$ cat config.mk
export PLATFORM = sky130hd
export DESIGN_NAME = fifo_write_arbiter_flat
export DESIGN_NICKNAME = d
export VERILOG_FILES = /design/src/rtl/fifo_write_arbiter_pkg.sv /design/src/rtl/fifo_write_arbiter_if.sv /design/src/rtl/fifo_write_arbiter_rr_pick.sv /design/src/rtl/fifo_write_arbiter.sv /design/src/flat_wrapper.sv
export SDC_FILE = /design/constraint.sdc
export NUM_CORES = 1
export LEC_CHECK = 0
export CORE_MARGIN = 8
export CORE_UTILIZATION = 40
export CTS_BUF_LIST = sky130_fd_sc_hd__clkbuf_8
export CTS_CLUSTER_SIZE = 10
export DETAILED_ROUTE_END_ITERATION = 16
export GPL_TIMING_DRIVEN = 0
export PLACE_DENSITY_LB_ADDON = 0.15
export SYNTH_ARGS = -nofsm -noshare
export SYNTH_HDL_FRONTEND = slang
export SYNTH_HIERARCHICAL = 1
export SYNTH_SLANG_ARGS = --single-unit
$ cat constraint.sdc
create_clock -name clk -period 2.05 [get_ports clk]
set_input_delay 0.41 -clock clk [delete_from_list [all_inputs] [get_ports clk]]
set_output_delay 0.41 -clock clk [all_outputs]
set_load 0.03 [all_outputs]
$ cat src/rtl/fifo_write_arbiter_pkg.sv
// Shared types and defaults for the FIFO write-port arbiter slice.
// The arbiter only ever owns the port or waits to hand it out, hence two states.
package fifo_arb_pkg;

    typedef enum logic {
        ARB_IDLE  = 1'b0,
        ARB_OWNED = 1'b1
    } arb_state_t;

    localparam int DEFAULT_DATA_W    = 8;
    localparam int DEFAULT_NUM_REQ   = 4;
    localparam int DEFAULT_MAX_BURST = 4;
    localparam int FIFO_DEPTH        = 16;

    // Beat counter never collapses to zero width, even for single-beat bursts.
    function automatic int beat_width(input int max_burst);
        return (max_burst > 1) ? $clog2(max_burst) : 1;
    endfunction

endpackage

$ cat src/rtl/fifo_write_arbiter_if.sv
// Producer-side request/ack lanes plus the FIFO write port, bundled as one bus.
// slave is the arbiter's view; master is the producers/FIFO view.
interface fifo_write_arbiter_if
    import fifo_arb_pkg::*;
#(
    parameter int NUM_REQ = DEFAULT_NUM_REQ,
    parameter int DATA_W  = DEFAULT_DATA_W,
    parameter int ID_W    = $clog2(NUM_REQ)
);
    logic [NUM_REQ-1:0]        req;
    logic [NUM_REQ*DATA_W-1:0] req_data;
    logic [NUM_REQ-1:0]        req_ack;
    logic                      fifo_full;
    logic                      fifo_almost_full;
    logic                      fifo_write_en;
    logic [DATA_W-1:0]         fifo_data_in;
    logic                      grant_valid;
    logic [ID_W-1:0]           grant_id;

    modport slave (
        input  req, req_data, fifo_full, fifo_almost_full,
        output req_ack, fifo_write_en, fifo_data_in, grant_valid, grant_id
    );

    modport master (
        output req, req_data, fifo_full, fifo_almost_full,
        input  req_ack, fifo_write_en, fifo_data_in, grant_valid, grant_id
    );
endinterface

$ cat src/rtl/fifo_write_arbiter_rr_pick.sv
// Round-robin selector: first set request after last_owner, wrapping modulo NUM_REQ.
module rr_pick #(
    parameter int NUM_REQ = 4,
    parameter int ID_W    = $clog2(NUM_REQ)
) (
    input  logic [NUM_REQ-1:0] req,
    input  logic [ID_W-1:0]    last_owner,
    output logic [ID_W-1:0]    sel,
    output logic               any
);
    function automatic logic [ID_W-1:0] ring_idx(input logic [ID_W-1:0] base, input int k);
        return ID_W'((int'(base) + k) % NUM_REQ);
    endfunction

    always_comb begin
        sel = '0;
        any = |req;
        // Walk the ring from farthest to nearest so the nearest requester is written last.
        for (int k = NUM_REQ; k >= 1; k--) begin
            if (req[ring_idx(last_owner, k)]) begin
                sel = ring_idx(last_owner, k);
            end
        end
    end
endmodule

$ cat src/rtl/fifo_write_arbiter.sv
// Round-robin, burst-locked sharing of one FIFO write port between NUM_REQ producers.
// Write strobe and data are registered; acceptance accounts for the write in flight.
module fifo_write_arbiter
    import fifo_arb_pkg::*;
#(
    parameter int NUM_REQ   = DEFAULT_NUM_REQ,
    parameter int DATA_W    = DEFAULT_DATA_W,
    parameter int MAX_BURST = DEFAULT_MAX_BURST,
    parameter int ID_W      = $clog2(NUM_REQ)
) (
    input logic                clk,
    input logic                reset,
    fifo_write_arbiter_if.slave bus
);
    localparam int                BEAT_W    = beat_width(MAX_BURST);
    localparam logic [BEAT_W-1:0] LAST_BEAT = BEAT_W'(MAX_BURST - 1);
    localparam logic [ID_W-1:0]   LAST_ID   = ID_W'(NUM_REQ - 1);

    arb_state_t        state_reg, state_next;
    logic              grant_valid_reg, grant_valid_next;
    logic [ID_W-1:0]   grant_id_reg, grant_id_next;
    logic [ID_W-1:0]   last_owner_reg, last_owner_next;
    logic [BEAT_W-1:0] beat_cnt_reg, beat_cnt_next;
    logic              write_en_reg, write_en_next;
    logic [DATA_W-1:0] data_reg, data_next;

    logic [DATA_W-1:0]  req_words [NUM_REQ];
    logic [ID_W-1:0]    pick_sel;
    logic               pick_any;
    logic               accept_ok;
    logic               owner_req;
    logic               ack;
    logic [NUM_REQ-1:0] ack_vec;

    for (genvar gi = 0; gi < NUM_REQ; gi++) begin : g_unpack
        assign req_words[gi] = bus.req_data[gi*DATA_W +: DATA_W];
    end

    rr_pick #(.NUM_REQ(NUM_REQ), .ID_W(ID_W)) u_rr_pick (
        .req        (bus.req),
        .last_owner (last_owner_reg),
        .sel        (pick_sel),
        .any        (pick_any)
    );

    // A pending write plus almost_full could still reach full, so hold off one beat.
    assign accept_ok = !bus.fifo_full && !(write_en_reg && bus.fifo_almost_full);
    assign owner_req = bus.req[grant_id_reg];
    assign ack       = (state_reg == ARB_OWNED) && owner_req && accept_ok && !reset;

    always_ff @(posedge clk) begin
        if (reset) begin
            state_reg       <= ARB_IDLE;
            grant_valid_reg <= 1'b0;
            grant_id_reg    <= '0;
            last_owner_reg  <= LAST_ID;
            beat_cnt_reg    <= '0;
            write_en_reg    <= 1'b0;
            data_reg        <= '0;
        end else begin
            state_reg       <= state_next;
            grant_valid_reg <= grant_valid_next;
            grant_id_reg    <= grant_id_next;
            last_owner_reg  <= last_owner_next;
            beat_cnt_reg    <= beat_cnt_next;
            write_en_reg    <= write_en_next;
            data_reg        <= data_next;
        end
    end

    always_comb begin
        state_next       = state_reg;
        grant_valid_next = grant_valid_reg;
        grant_id_next    = grant_id_reg;
        last_owner_next  = last_owner_reg;
        beat_cnt_next    = beat_cnt_reg;
        write_en_next    = 1'b0;
        data_next        = data_reg;
        case (state_reg)
            ARB_IDLE: begin
                if (pick_any) begin
                    state_next       = ARB_OWNED;
                    grant_id_next    = pick_sel;
                    grant_valid_next = 1'b1;
                    beat_cnt_next    = '0;
                end
            end
            ARB_OWNED: begin
                if (ack) begin
                    write_en_next = 1'b1;
                    data_next     = req_words[grant_id_reg];
                    beat_cnt_next = beat_cnt_reg + 1'b1;
                end
                // Burst exhausted or owner walked away; a stall alone never releases.
                if ((ack && beat_cnt_reg == LAST_BEAT) || !owner_req) begin
                    state_next       = ARB_IDLE;
                    grant_valid_next = 1'b0;
                    last_owner_next  = grant_id_reg;
                end
            end
            default: state_next = ARB_IDLE;
        endcase
    end

    always_comb begin
        ack_vec = '0;
        if (ack) begin
            ack_vec[grant_id_reg] = 1'b1;
        end
    end

    assign bus.req_ack       = ack_vec;
    assign bus.fifo_write_en = write_en_reg;
    assign bus.fifo_data_in  = data_reg;
    assign bus.grant_valid   = grant_valid_reg;
    assign bus.grant_id      = grant_id_reg;
endmodule

$ cat src/flat_wrapper.sv
// flat-port wrapper written by rule: the top's interface ports become plain ports
module fifo_write_arbiter_flat import fifo_arb_pkg::*;
#(
    parameter int NUM_REQ   = DEFAULT_NUM_REQ,
    parameter int DATA_W    = DEFAULT_DATA_W,
    parameter int MAX_BURST = DEFAULT_MAX_BURST,
    parameter int ID_W      = $clog2(NUM_REQ)
)
  (clk, reset, bus_req, bus_req_data, bus_fifo_full, bus_fifo_almost_full, bus_req_ack, bus_fifo_write_en, bus_fifo_data_in, bus_grant_valid, bus_grant_id);
  fifo_write_arbiter_if #(.NUM_REQ(NUM_REQ), .DATA_W(DATA_W), .ID_W(ID_W)) bus_i ();
  input logic clk;
  input logic reset;
  input wire logic [$bits(bus_i.req)-1:0] bus_req;
  input wire logic [$bits(bus_i.req_data)-1:0] bus_req_data;
  input wire logic [$bits(bus_i.fifo_full)-1:0] bus_fifo_full;
  input wire logic [$bits(bus_i.fifo_almost_full)-1:0] bus_fifo_almost_full;
  output wire logic [$bits(bus_i.req_ack)-1:0] bus_req_ack;
  output wire logic [$bits(bus_i.fifo_write_en)-1:0] bus_fifo_write_en;
  output wire logic [$bits(bus_i.fifo_data_in)-1:0] bus_fifo_data_in;
  output wire logic [$bits(bus_i.grant_valid)-1:0] bus_grant_valid;
  output wire logic [$bits(bus_i.grant_id)-1:0] bus_grant_id;
  assign bus_i.req = bus_req;
  assign bus_i.req_data = bus_req_data;
  assign bus_i.fifo_full = bus_fifo_full;
  assign bus_i.fifo_almost_full = bus_fifo_almost_full;
  assign bus_req_ack = bus_i.req_ack;
  assign bus_fifo_write_en = bus_i.fifo_write_en;
  assign bus_fifo_data_in = bus_i.fifo_data_in;
  assign bus_grant_valid = bus_i.grant_valid;
  assign bus_grant_id = bus_i.grant_id;
  fifo_write_arbiter #(.NUM_REQ(NUM_REQ), .DATA_W(DATA_W), .MAX_BURST(MAX_BURST), .ID_W(ID_W)) u_core (.clk(clk), .reset(reset), .bus(bus_i));
endmodule
== Yosys cells after proc, flatten, opt, wreduce, memory -nomap -nowiden ==
Index checks and enable logic that the tools add are counted.

* Logic and storage cells: 74
* Output and inout port bits: 16
* Register bits: 17

* Add/subtract/negate cells: 5
* Muxes and demuxes: 30
* Order comparisons: 7
* Reductions and logical operators: 19
* Bitwise logic cells: 2
* Eq/ne operators: 4

{| class="wikitable"
|+ Operators by type and width
! operator !! number
|-
| $bmux 8 s2 || 1
|-
| $mux 8 || 2
|-
| $lt 2x3->1 const B || 5
|-
| $mux 2 || 6
|-
| $mux 1 || 11
|-
| $bmux 1 s2 || 5
|-
| $reduce_and 2->1 || 5
|-
| $logic_and 1x1->1 || 7
|-
| $add 2x1->2 const B || 3
|-
| $add 2x2->2 const B || 2
|-
| $logic_not 1->1 || 4
|-
| $mux 4 || 1
|-
| $ne 2x2->1 const B || 2
|-
| $pmux 1 s2 || 2
|-
| $pmux 2 s2 || 1
|-
| $reduce_or 4->1 || 1
|-
| $ge 3x3->1 const B || 1
|-
| $not 2->3 || 1
|-
| $demux 1 s2 || 1
|-
| $eq 2x2->1 const B || 1
|-
| $ge 2x1->1 const B || 1
|-
| $ne 2x1->1 const B || 1
|-
| $reduce_or 2->1 || 1
|-
| $logic_or 1x1->1 || 1
|-
| $not 1->1 || 1
|}

== Longest topological paths before layout ==
* Depth in word-level cells: 9
* Gate-level depth with buffers: 6
* Depth with buffers taken out: 5

== Cells and area by module ==
Netlist, hierarchy kept.

{| class="wikitable"
|+ By module, submodules not included
! module !! area each (um2) !! sequential area each (um2) !! cells an instance !! times used
|-
| fifo_write_arbiter || 963.4 || 340.3 || 99 || 1
|-
| rr_pick || 91.3 || 0.0 || 14 || 1
|}

== Worst setup path before layout ==
OpenSTA, ideal clock, no wires.

* Kind: register -> output
* From: reg u_core.grant_id_reg[1], in the netlist u_core/bus.grant_id[1]
* To: out bus_req_ack[2]
* Stages on the path, launching flop included: 5
* Path slack: -0.206 ns
* Arrival time: 1.846 ns
* Path buffers: 2
* Required time: 1.640 ns
* Path through: dfxtp_1 -> clkbuf_1 -> buf_2 -> nand3_1 -> nor3b_1

* Cells in the longest elaborated chain, start to end: 6
* Elaborated cells between the ends (all ways): 11
* Classes of those cells: order compare: 2; mux: 5; reduce/logical: 4

{| class="wikitable"
|+ Ends and longest elaborated chain
! what !! line !! source
|-
| from (decl) || fifo_write_arbiter.sv:21 || <nowiki>logic [ID_W-1:0] grant_id_reg, grant_id_next;</nowiki>
|-
| from (signal assigned) || fifo_write_arbiter.sv:63 || <nowiki>grant_id_reg <= grant_id_next;</nowiki>
|-
| parallel branches: the longest is 5 deep, another holds $lt 2x3->1 || -- ||
|-
| $mux 4 (*) || fifo_write_arbiter.sv:107 || <nowiki>if (ack) begin</nowiki>
|-
| to (decl) || flat_wrapper.sv:17 || <nowiki>output wire logic [$bits(bus_i.req_ack)-1:0] bus_req_ack;</nowiki>
|}

Mark *: on every way between the ends. The select of a mux whose other input is x is not followed.

== Final worst setup path ==
* From: in bus_fifo_almost_full
* To: out bus_req_ack[2]

* Cells in the longest elaborated chain, start to end: 6

{| class="wikitable"
|+ Ends and longest elaborated chain
! what !! line !! source
|-
| from (decl) || flat_wrapper.sv:16 || <nowiki>input wire logic [$bits(bus_i.fifo_almost_full)-1:0] bus_fifo_almost_full;</nowiki>
|-
| $logic_and 1x1->1 || fifo_write_arbiter.sv:47 || <nowiki>assign accept_ok = !bus.fifo_full && !(write_en_reg && bus.fifo_almost_full);</nowiki>
|-
| $logic_not 1->1 || fifo_write_arbiter.sv:47 ||
|-
| $logic_and 1x1->1 || fifo_write_arbiter.sv:47 ||
|-
| $logic_and 1x1->1 (2 in series) || fifo_write_arbiter.sv:49 || <nowiki>assign ack = (state_reg == ARB_OWNED) && owner_req && accept_ok && !reset;</nowiki>
|-
| $mux 4 || fifo_write_arbiter.sv:107 ||
|}

No other way between the ends.

==> results_dict.tcl <==
set metrics [dict create \
    area_delta_synth_final_pct 61.3 \
    min_period_ns 1.89 \
    power_mw 0.888 \
    core_mm2 0.00250 \
    period_share_pct 92.4 \
    drv_cap 0 \
    place_hpwl_um 2500 \
    vias 1068 \
    final_antenna_net_count 0 \
    yosys_register_bits 17 \
    synth_ff_type "dfxtp_1" \
    synth-edff-count 0 \
    placedInstanceArea_mm2 0.00164 \
    outcome "finished, final reports clean" \
    finalNetCount 213 \
    grt_usage_pct 14.3 \
    totalWireLength_um 3100 \
    syn_area_mm2 0.00105 \
    rows 18 \
    async_flop_share_pct 0 \
    cp.arrival_ns 1.48 \
    die_y_um 67.4 \
    crit_fanout 5 \
    min_path_type "flop to flop" \
    worstPathRequired_ns 1.64 \
    gp_congestion 0.835 \
    finalMaxSlewViolations 0 \
    finalHoldViolations 0 \
    setup-violations-final 0 \
    yosysSeqAreaShare_pct 32.3 \
    start_kind "input pin" \
    htree_levels 1 \
    ir_drop_uv 608 \
    globalRoute.totalOverflow 0 \
    criticalPathCategory "input pin to primary output" \
    stdcell_area_mm2 0.00170 \
    syn_area_per_cell_um2 9.33 \
    first_iter_violations 64 \
    clk_path_buf_depth 2 \
    skew_ns 0.00153 \
    fmax_mhz 528 \
    netlist_instances 113 \
    syn_nets 154 \
    rsz0062_at_grt "no" \
    diodes 0 \
    clk_latency_ns 0.25 \
    die_x_um 67.4 \
    grt_pass1_vias 1101 \
    ios 56 \
    final_util_pct 68.1 \
    wire_per_inst_um 15.4 \
    dp_cells 197 \
    cts.sinks 17 \
    portBuffers 54 \
    ys_warn_count 6 \
    drive_gt1_share_pct 15.8 \
    drc 0 \
    slew_headroom_pct 68.1 \
    clock-root-buffer "clkbuf_8" \
    die-area_mm2 0.00454 \
    ys_types 29 \
    cts_tree "yes" \
    grt_pass1_wl_um 5000 \
    cts_buffers 3 \
    antenna_found_initial 0 \
    initial_core_util_pct 42.2 \
    fillers 208 \
    largest_reg_flops 8 \
    endpoint_kind "primary output" \
    power.leakage_nw 0.657 \
    grt_max_degree 11 \
    tightest_slew_ns 0.478 \
    firstDrtPassIters 4 \
    p_per_area_mw_per_mm2 522 \
    stdcell_count 201 \
    viasPerCell 5.31 \
    path_clk_slew_ns 0.06 \
]
==> path summary, 6_finish.rpt <==
| kind | startpoint | to | slack, ns | depth (start not counted) |
|---|---|---|---|---|
| worst max-delay path | bus_fifo_almost_full | bus_req_ack[2] | 0.16 | 5 |
| worst min-delay path | u_core/bus.fifo_data_in[3]$_SDFFE_PP0P_ | u_core/bus.fifo_data_in[3]$_SDFFE_PP0P_ | 0.45 | 2 |
| worst max register to register | u_core/bus.grant_id[0]$_SDFFE_PP0P_ | u_core/last_owner_reg[1]$_SDFFE_PP1P_ | 0.43 | 6 |
| worst min register to register | u_core/bus.fifo_data_in[3]$_SDFFE_PP0P_ | u_core/bus.fifo_data_in[3]$_SDFFE_PP0P_ | 0.45 | 2 |
==> logic make-up (layout without fill, tap and decap cells) <==
logic type,count (synthesis),in the layout,synth area share [%]
AOI/OAI and AO/OA,18,18,10.4
adders and majority gates,1,1,1.19
muxes,14,14,25.7
and+or+nand+nor,53,53,25.1
buffers and inverters,10,68,5.22
DFF,17,17,32.3
==> where the power goes <==
group          switching (mW)  leakage (nW)  internal (mW)
Sequential             0.0204         0.139          0.349
Combinational           0.114         0.491          0.163
Clock                   0.109        0.0269          0.133
==> cells in the final DEF (no fill, tap or decap), drive strengths merged, types with 5 or more instances in the layout <==
| master | count |
|---|---|
| nor2 | 8 |
| nand2b | 5 |
| dfxtp | 17 |
| nand3 | 6 |
| buf | 9 |
| mux2i | 5 |
| clkbuf | 6 |
| nand2 | 23 |
| clkdlybuf4s50 | 49 |
| a21oi | 13 |
| mux4 | 9 |
==> per-layer routing <==
layer	wire [um]	track usage, %	vias up
met1	1200	16.2	488
met2	1520	22.8	50
met3	360	8.28	2
met5	0	0	-
met4	17	3.13	0
li1	-	-	528
==> stage by stage <==
step	worst slack, ns	TNS (ns)	hold WS [ns]
floorplan	-0.0148	-0.0296	0.451
global placement	-0.605	-2.21	0.440
detailed placement	-0.588	-2.19	0.449
CTS	0.0231	0	0.458
global route	0.0888	0	0.477
finish	0.156	0	0.453
==> repair_timing <==
item | CTS | global route
pin swaps | 1 | 3
gates resized for setup | 24 | 8
endpoints found under the setup margin | 4 | 4
setup buffers | 1 | 0
hold buffers | 0 | 0
cloned | 0 | 0
==> layout make-up <==
| cell class | count | area (um^2) | area share (%) |
|---|---|---|---|
| multi-input cells | 86 | 688 | 40.4 |
| plain buffers | 7 | 43.8 | 2.57 |
| well taps | 30 | 37.5 | 2.21 |
| flip-flops and latches | 17 | 342 | 20.1 |
| clock inverters | 1 | 3.75 | 0.221 |
| repair buffers | 55 | 538 | 31.6 |
| inverters | 2 | 7.51 | 0.441 |
| clock buffers | 3 | 41.3 | 2.43 |
==> cell usage after synthesis (all sizes together) (2+ instances only) <==
cell type  count  share of area [%]
clkbuf         4                1.4
nor2           8                2.8
a21oi         13                6.5
and3           2                1.2
buf            4                3.1
dfxtp         17                 32
nor3           2               0.95
nand2b         5                3.0
nand3          6                3.3
inv            2               0.71
nand2         23                8.2
nor3b          2                1.9
mux2i          5                4.7
nand4b         3                2.5
mux4           9                 21
==> critical path, stage by stage <==
cell	delay [ns]
clkdlybuf4s50_1	0.40
nand2_1	0.19
nand3_2	0.14
nor3b_2	0.17
buf_4	0.18
Note: power is estimated with default switching activity, not from simulation.
